`config.mk`:
```
export PLATFORM = sky130hd
export DESIGN_NAME = sram_mem_arbiter
export DESIGN_NICKNAME = d
export VERILOG_FILES = /design/src/rtl/sram_mem_arbiter.sv
export SDC_FILE = /design/constraint.sdc
export NUM_CORES = 1
export LEC_CHECK = 0
export ABC_CLOCK_PERIOD_IN_PS = 3100
export BUFFER_PORTS_ARGS = -buffer_cell sky130_fd_sc_hd__buf_2
export CAP_MARGIN = 20
export CORE_AREA = 3 3 109 111
export CTS_CLUSTER_SIZE = 40
export DETAILED_ROUTE_END_ITERATION = 8
export DIE_AREA = 0 0 112 114
export PLACE_DENSITY = 0.69
export SETUP_SLACK_MARGIN = 0.15
export SYNTH_ARGS = -nofsm -noshare
export SYNTH_HDL_FRONTEND = slang
export SYNTH_SLANG_ARGS = --single-unit
```
`constraint.sdc`:
```
create_clock -name clk -period 3.1 [get_ports clk]
set_input_delay 0.31 -clock clk [delete_from_list [all_inputs] [get_ports clk]]
set_output_delay 0.31 -clock clk [all_outputs]
set_load 0.02 [all_outputs]
```
`src/rtl/sram_mem_arbiter.sv`:
```
// ---------------------------------------------------------------------------
// sram_mem_arbiter
//
// Shares one sram-like memory request/response port between the instruction
// fetch requester (IF stage) and the load/store requester (MEM stage).
// Only one transaction is in flight at a time. Data side has priority; a
// bounded streak counter forces a fetch grant after MAX_DATA_STREAK
// consecutive contested data grants so fetch cannot starve.
//
// State table:
//   IDLE  | no transaction; arbitrate and accept a request (addr_ok)
//   ISSUE | mem_req high with latched fields, waiting for mem_req_ready
//   WAIT  | request taken downstream, waiting for mem_resp_valid
//
// Ports:
//   clk, resetn                  clock, synchronous active-low reset
//   inst_req/inst_addr           fetch request (word read)
//   inst_addr_ok/inst_data_ok    fetch accept / fetch response strobe
//   inst_rdata                   fetch read data (valid with inst_data_ok)
//   data_req/wr/size/wstrb/addr/wdata   load/store request
//   data_addr_ok/data_data_ok    load/store accept / response strobe
//   data_rdata                   load read data (valid with data_data_ok)
//   mem_req/wr/size/wstrb/addr/wdata    downstream request (registered)
//   mem_req_ready                downstream accepts the request
//   mem_resp_valid/mem_resp_rdata downstream response
//   busy                         a transaction is in progress
// ---------------------------------------------------------------------------
`timescale 1ns/1ps

module sram_mem_arbiter #(
    parameter int unsigned MAX_DATA_STREAK = 4
) (
    input  logic        clk,
    input  logic        resetn,

    input  logic        inst_req,
    input  logic [31:0] inst_addr,
    output logic        inst_addr_ok,
    output logic        inst_data_ok,
    output logic [31:0] inst_rdata,

    input  logic        data_req,
    input  logic        data_wr,
    input  logic [1:0]  data_size,
    input  logic [3:0]  data_wstrb,
    input  logic [31:0] data_addr,
    input  logic [31:0] data_wdata,
    output logic        data_addr_ok,
    output logic        data_data_ok,
    output logic [31:0] data_rdata,

    output logic        mem_req,
    output logic        mem_wr,
    output logic [1:0]  mem_size,
    output logic [3:0]  mem_wstrb,
    output logic [31:0] mem_addr,
    output logic [31:0] mem_wdata,
    input  logic        mem_req_ready,
    input  logic        mem_resp_valid,
    input  logic [31:0] mem_resp_rdata,

    output logic        busy
);

    typedef enum logic [1:0] {
        S_IDLE  = 2'd0,
        S_ISSUE = 2'd1,
        S_WAIT  = 2'd2
    } state_t;

    localparam logic [3:0] STREAK_LIMIT = 4'(MAX_DATA_STREAK);
    localparam logic [3:0] STREAK_MAX   = 4'hF;

    state_t     state;
    logic       owner_data;     // 0 = fetch owns the transaction, 1 = load/store
    logic [3:0] streak;
    logic       mem_req_q;
    logic       busy_q;

    logic       force_inst;
    logic       grant_inst;
    logic       grant_data;
    logic       resp_fire;

    // Arbitration is combinational so the winner sees addr_ok in the same
    // cycle it presents the request. Gated by resetn so nothing is accepted
    // while reset is being applied.
    always_comb begin
        force_inst = (MAX_DATA_STREAK != 0) && (streak == STREAK_LIMIT);
        grant_inst = 1'b0;
        grant_data = 1'b0;
        if (resetn && (state == S_IDLE)) begin
            if (inst_req && data_req) begin
                grant_inst = force_inst;
                grant_data = !force_inst;
            end else begin
                grant_inst = inst_req;
                grant_data = data_req;
            end
        end
    end

    // Responses outside WAIT are stray and never reach a requester.
    assign resp_fire    = resetn && (state == S_WAIT) && mem_resp_valid;

    assign inst_addr_ok = grant_inst;
    assign data_addr_ok = grant_data;
    assign inst_data_ok = resp_fire && !owner_data;
    assign data_data_ok = resp_fire &&  owner_data;
    assign inst_rdata   = mem_resp_rdata;
    assign data_rdata   = mem_resp_rdata;

    assign mem_req      = mem_req_q;
    assign busy         = busy_q;

    always_ff @(posedge clk) begin
        if (!resetn) begin
            state      <= S_IDLE;
            owner_data <= 1'b0;
            streak     <= 4'd0;
            mem_req_q  <= 1'b0;
            busy_q     <= 1'b0;
            mem_wr     <= 1'b0;
            mem_size   <= 2'd0;
            mem_wstrb  <= 4'd0;
            mem_addr   <= 32'd0;
            mem_wdata  <= 32'd0;
        end else begin
            case (state)
                S_IDLE: begin
                    if (grant_inst) begin
                        // Fetch is always a plain word read.
                        mem_wr     <= 1'b0;
                        mem_size   <= 2'd2;
                        mem_wstrb  <= 4'd0;
                        mem_addr   <= inst_addr;
                        mem_wdata  <= 32'd0;
                        owner_data <= 1'b0;
                        streak     <= 4'd0;
                        mem_req_q  <= 1'b1;
                        busy_q     <= 1'b1;
                        state      <= S_ISSUE;
                    end else if (grant_data) begin
                        mem_wr     <= data_wr;
                        mem_size   <= data_size;
                        mem_wstrb  <= data_wstrb;
                        mem_addr   <= data_addr;
                        mem_wdata  <= data_wdata;
                        owner_data <= 1'b1;
                        // Only a grant that beat a waiting fetch counts
                        // toward the streak.
                        if (inst_req && (streak != STREAK_MAX)) begin
                            streak <= streak + 4'd1;
                        end
                        mem_req_q  <= 1'b1;
                        busy_q     <= 1'b1;
                        state      <= S_ISSUE;
                    end
                end
                S_ISSUE: begin
                    if (mem_req_ready) begin
                        mem_req_q <= 1'b0;
                        state     <= S_WAIT;
                    end
                end
                S_WAIT: begin
                    if (mem_resp_valid) begin
                        busy_q <= 1'b0;
                        state  <= S_IDLE;
                    end
                end
                default: begin
                    mem_req_q <= 1'b0;
                    busy_q    <= 1'b0;
                    state     <= S_IDLE;
                end
            endcase
        end
    end

endmodule
```
==> summary.txt <==
Status
  – Status: completed

Setup path
  – Crit. End Element: primary output
  – Reg2Reg Depth: 7
  – Worst EP arrival: 2.22 ns
  – Launch point of the worst reg-to-reg path: streak[0]
  – Worst EP required: 2.79 ns
  – CP Max Fanout: 35
  – Flop-to-flop setup slack: 1.04 ns
  – Worst Setup Start Kind: flop
  – Reg2reg end: mem_addr[3]
  – Setup CP Type: reg -> out

Power
  – PD cells: 531.1 mW/mm2
  – Maximum vdd drop: 0.0003045 V
  – Leakage: 0.002123 uW

Timing
  – Relative slew slack: 0.3173
  – Final Slew Violations: 0
  – Slew @ Worst Pin: 1.024 ns
  – RSZ-0062 raised after global routing: no
  – Final setup fails: 0
  – Min cycle time layout: 2.534 ns
  – Worst setup margin: 0.5665 ns
  – Fmax: 394.7 MHz
  – Hold Violations, Final: 0
  – Total negative slack: 0 ns
  – Worst Clk Skew: 0.007526 ns
  – Fin crit share: 0.8173

Die
  – Top-level I/O count: 282
  – Die width: 112 um
  – Starting density of the core: 0.3458
  – Die area: 0.01277 mm2
  – Core ar.: 0.01089 mm2
  – Die height: 114 um
  – Row cnt: 38

Synthesis
  – Post-Syn Area: 0.003765 mm2
  – Synthesized area per cell: 8.635 um2
  – Post-synth EDFFs: 0
  – Top-count cell post-synth: dfxtp_1
  – Dominant synthesized flop cell: dfxtp_1
  – Post-synth ARST share: 0
  – Post-synth top cells: 80 x dfxtp_1, 69 x a21oi_1, 67 x buf_4
  – Synth top area share: 0.4254
  – Register area share after synthesis: 0.4254
  – Synth cell types: 36
  – Gate Count Post-Synth: 436
  – Leading area contributor after synthesis: dfxtp_1
  – Synth warn: 0
  – Syn nets: 579
  – Synth Register Bits: 80
  – Synth top area cells: dfxtp_1 43%, buf_4 13%, a21oi_1 9.2%

Worst hold path
  – Hold Path Sink: mem_addr[21]
  – HP Start: data_addr[21]
  – HP Class: in -> reg
  – WHS Path Cells: 3

Final layout
  – Inserted Diodes: 0
  – Area Overhead vs Synth: 18.21%
  – Finished Cell Area: 0.004451 mm2
  – Share of layout cells above drive strength 1: 0.3835
  – Nets: 683
  – Core Util, Final: 0.4088

GRT
  – First-pass GRT wire length: 17350 um
  – Gr ovfl total: 0
  – Vias in the first global route: 3347
  – Largest net degree at the start of global routing: 78
  – Initial antenna violation count: 0
  – Total GRT Usage: 0.1700

Placement
  – DP Worst Slack: 0.9513 ns
  – Placed cell area: 0.004252 mm2
  – Hpwl dp: 8331 um
  – Port Buffers: 185
  – Global placer's final weighted congestion: 0.8103

Clock network
  – CTS Hold Bufs: 0
  – Clock Latency Late Sink: 0.34 ns
  – Post-CTS setup buffers: 0
  – Clock root cell: clkbuf_8
  – H-tree depth: 3
  – Clk sinks: 80
  – CTS Buf Count: 9
  – Resized Gates After CTS: 0
  – CTS tree: yes
  – Clock transition at path regs: 0.08 ns
  – Clock tree buffer depth: 2

Detailed routing
  – Post-route DRC violation count: 0
  – Antenna Violating Nets Remaining: 0
  – WL per Instance: 16.49 um
  – Initial DRC Count: 178
  – Drt first pass iters: 4
  – Total Wirelength: 11300 um
  – Vias per Instance: 5.038
  – Via Count: 3451

Run
  – Max Cap Violations: 0
## metrics by stage
stage / power (uW) / cells / hold slack (ns)
2_1_floorplan: 1553 / 436 / 0.4375
3_3_place_gp: 1609 / 669 / 0.4522
3_5_place_dp: 1615 / 669 / 0.4631
4_1_cts: 2400 / 685 / 0.1654
5_1_grt: 2501 / 685 / 0.1650
6_report: 2364 / 685 / 0.1965
## area by class of cell
cell class	count	area, um2
sequential	80	1602
clock buffer	12	145.1
timing repair buffer	189	980.9
clock inverter	4	53.80
fill	1121	6437
tap	140	175.2
multi-input combinational	253	1465
inverter	7	28.78
## registers in the layout (all words and copies together), names as in the netlist
| register | count |
|---|---|
| mem_wstrb | 4 |
| busy | 1 |
| mem_addr | 32 |
| mem_size | 2 |
| mem_req | 1 |
| mem_wr | 1 |
| owner_data | 1 |
| state | 2 |
| streak | 4 |
| mem_wdata | 32 |
## cell families after synthesis
group / synth area share
AO/OA/AOI/OAI: 0.2386
flip-flops: 0.4254
buffers and inverters: 0.1874
AND/OR/NAND/NOR: 0.1419
adder cells (fa/ha/maj): 0.006646
## report_power, final
group / leakage, uW / internal (uW) / switching [uW] / total (uW)
logic: 0.00137 / 179 / 273 / 452
clock network: 0.0000928 / 397 / 376 / 773
registers: 0.000656 / 1100 / 41.5 / 1140
total: 0.00212 / 1670 / 690 / 2360
## critical path, stage by stage (launching register included)
cell and delay, ns:
dfxtp_1 0.39, inv_1 0.07, ha_1 0.20, nand3b_1 0.11
a21o_2 0.56, inv_4 0.29, buf_2 0.25
## how the worst max path moves through the flow
stage          slack (ns)  startpoint      endpoint
6_report             0.57   streak[0]  inst_addr_ok
3_3_place_gp         1.02   streak[0]  inst_addr_ok
2_1_floorplan        1.67   streak[0]  mem_wdata[5]
5_1_grt              0.37   streak[0]  inst_addr_ok
4_1_cts              0.55   streak[0]  inst_addr_ok
3_5_place_dp         0.95   streak[0]  inst_addr_ok
## cells in the final DEF (no fill, tap or decap), drive strengths merged, types with 3 or more instances in the layout
cell	n
buf	189
dfxtp	80
a21oi	69
nand2	41
nor2b	39
o21ai	39
a22oi	38
clkbuf	12
inv	7
nor2	3
a21boi	3
## routing by layer
metal  up-vias  track usage  share of wire  routed length, um
met5         -            0              0                  0
met4         0      0.09135          0.032                356
met3        31      0.05889          0.095               1078
met2       203       0.2826           0.49               5514
met1      1579       0.1929           0.38               4350
li1       1638            -              -                  -
(Power assumes the default switching activity.)
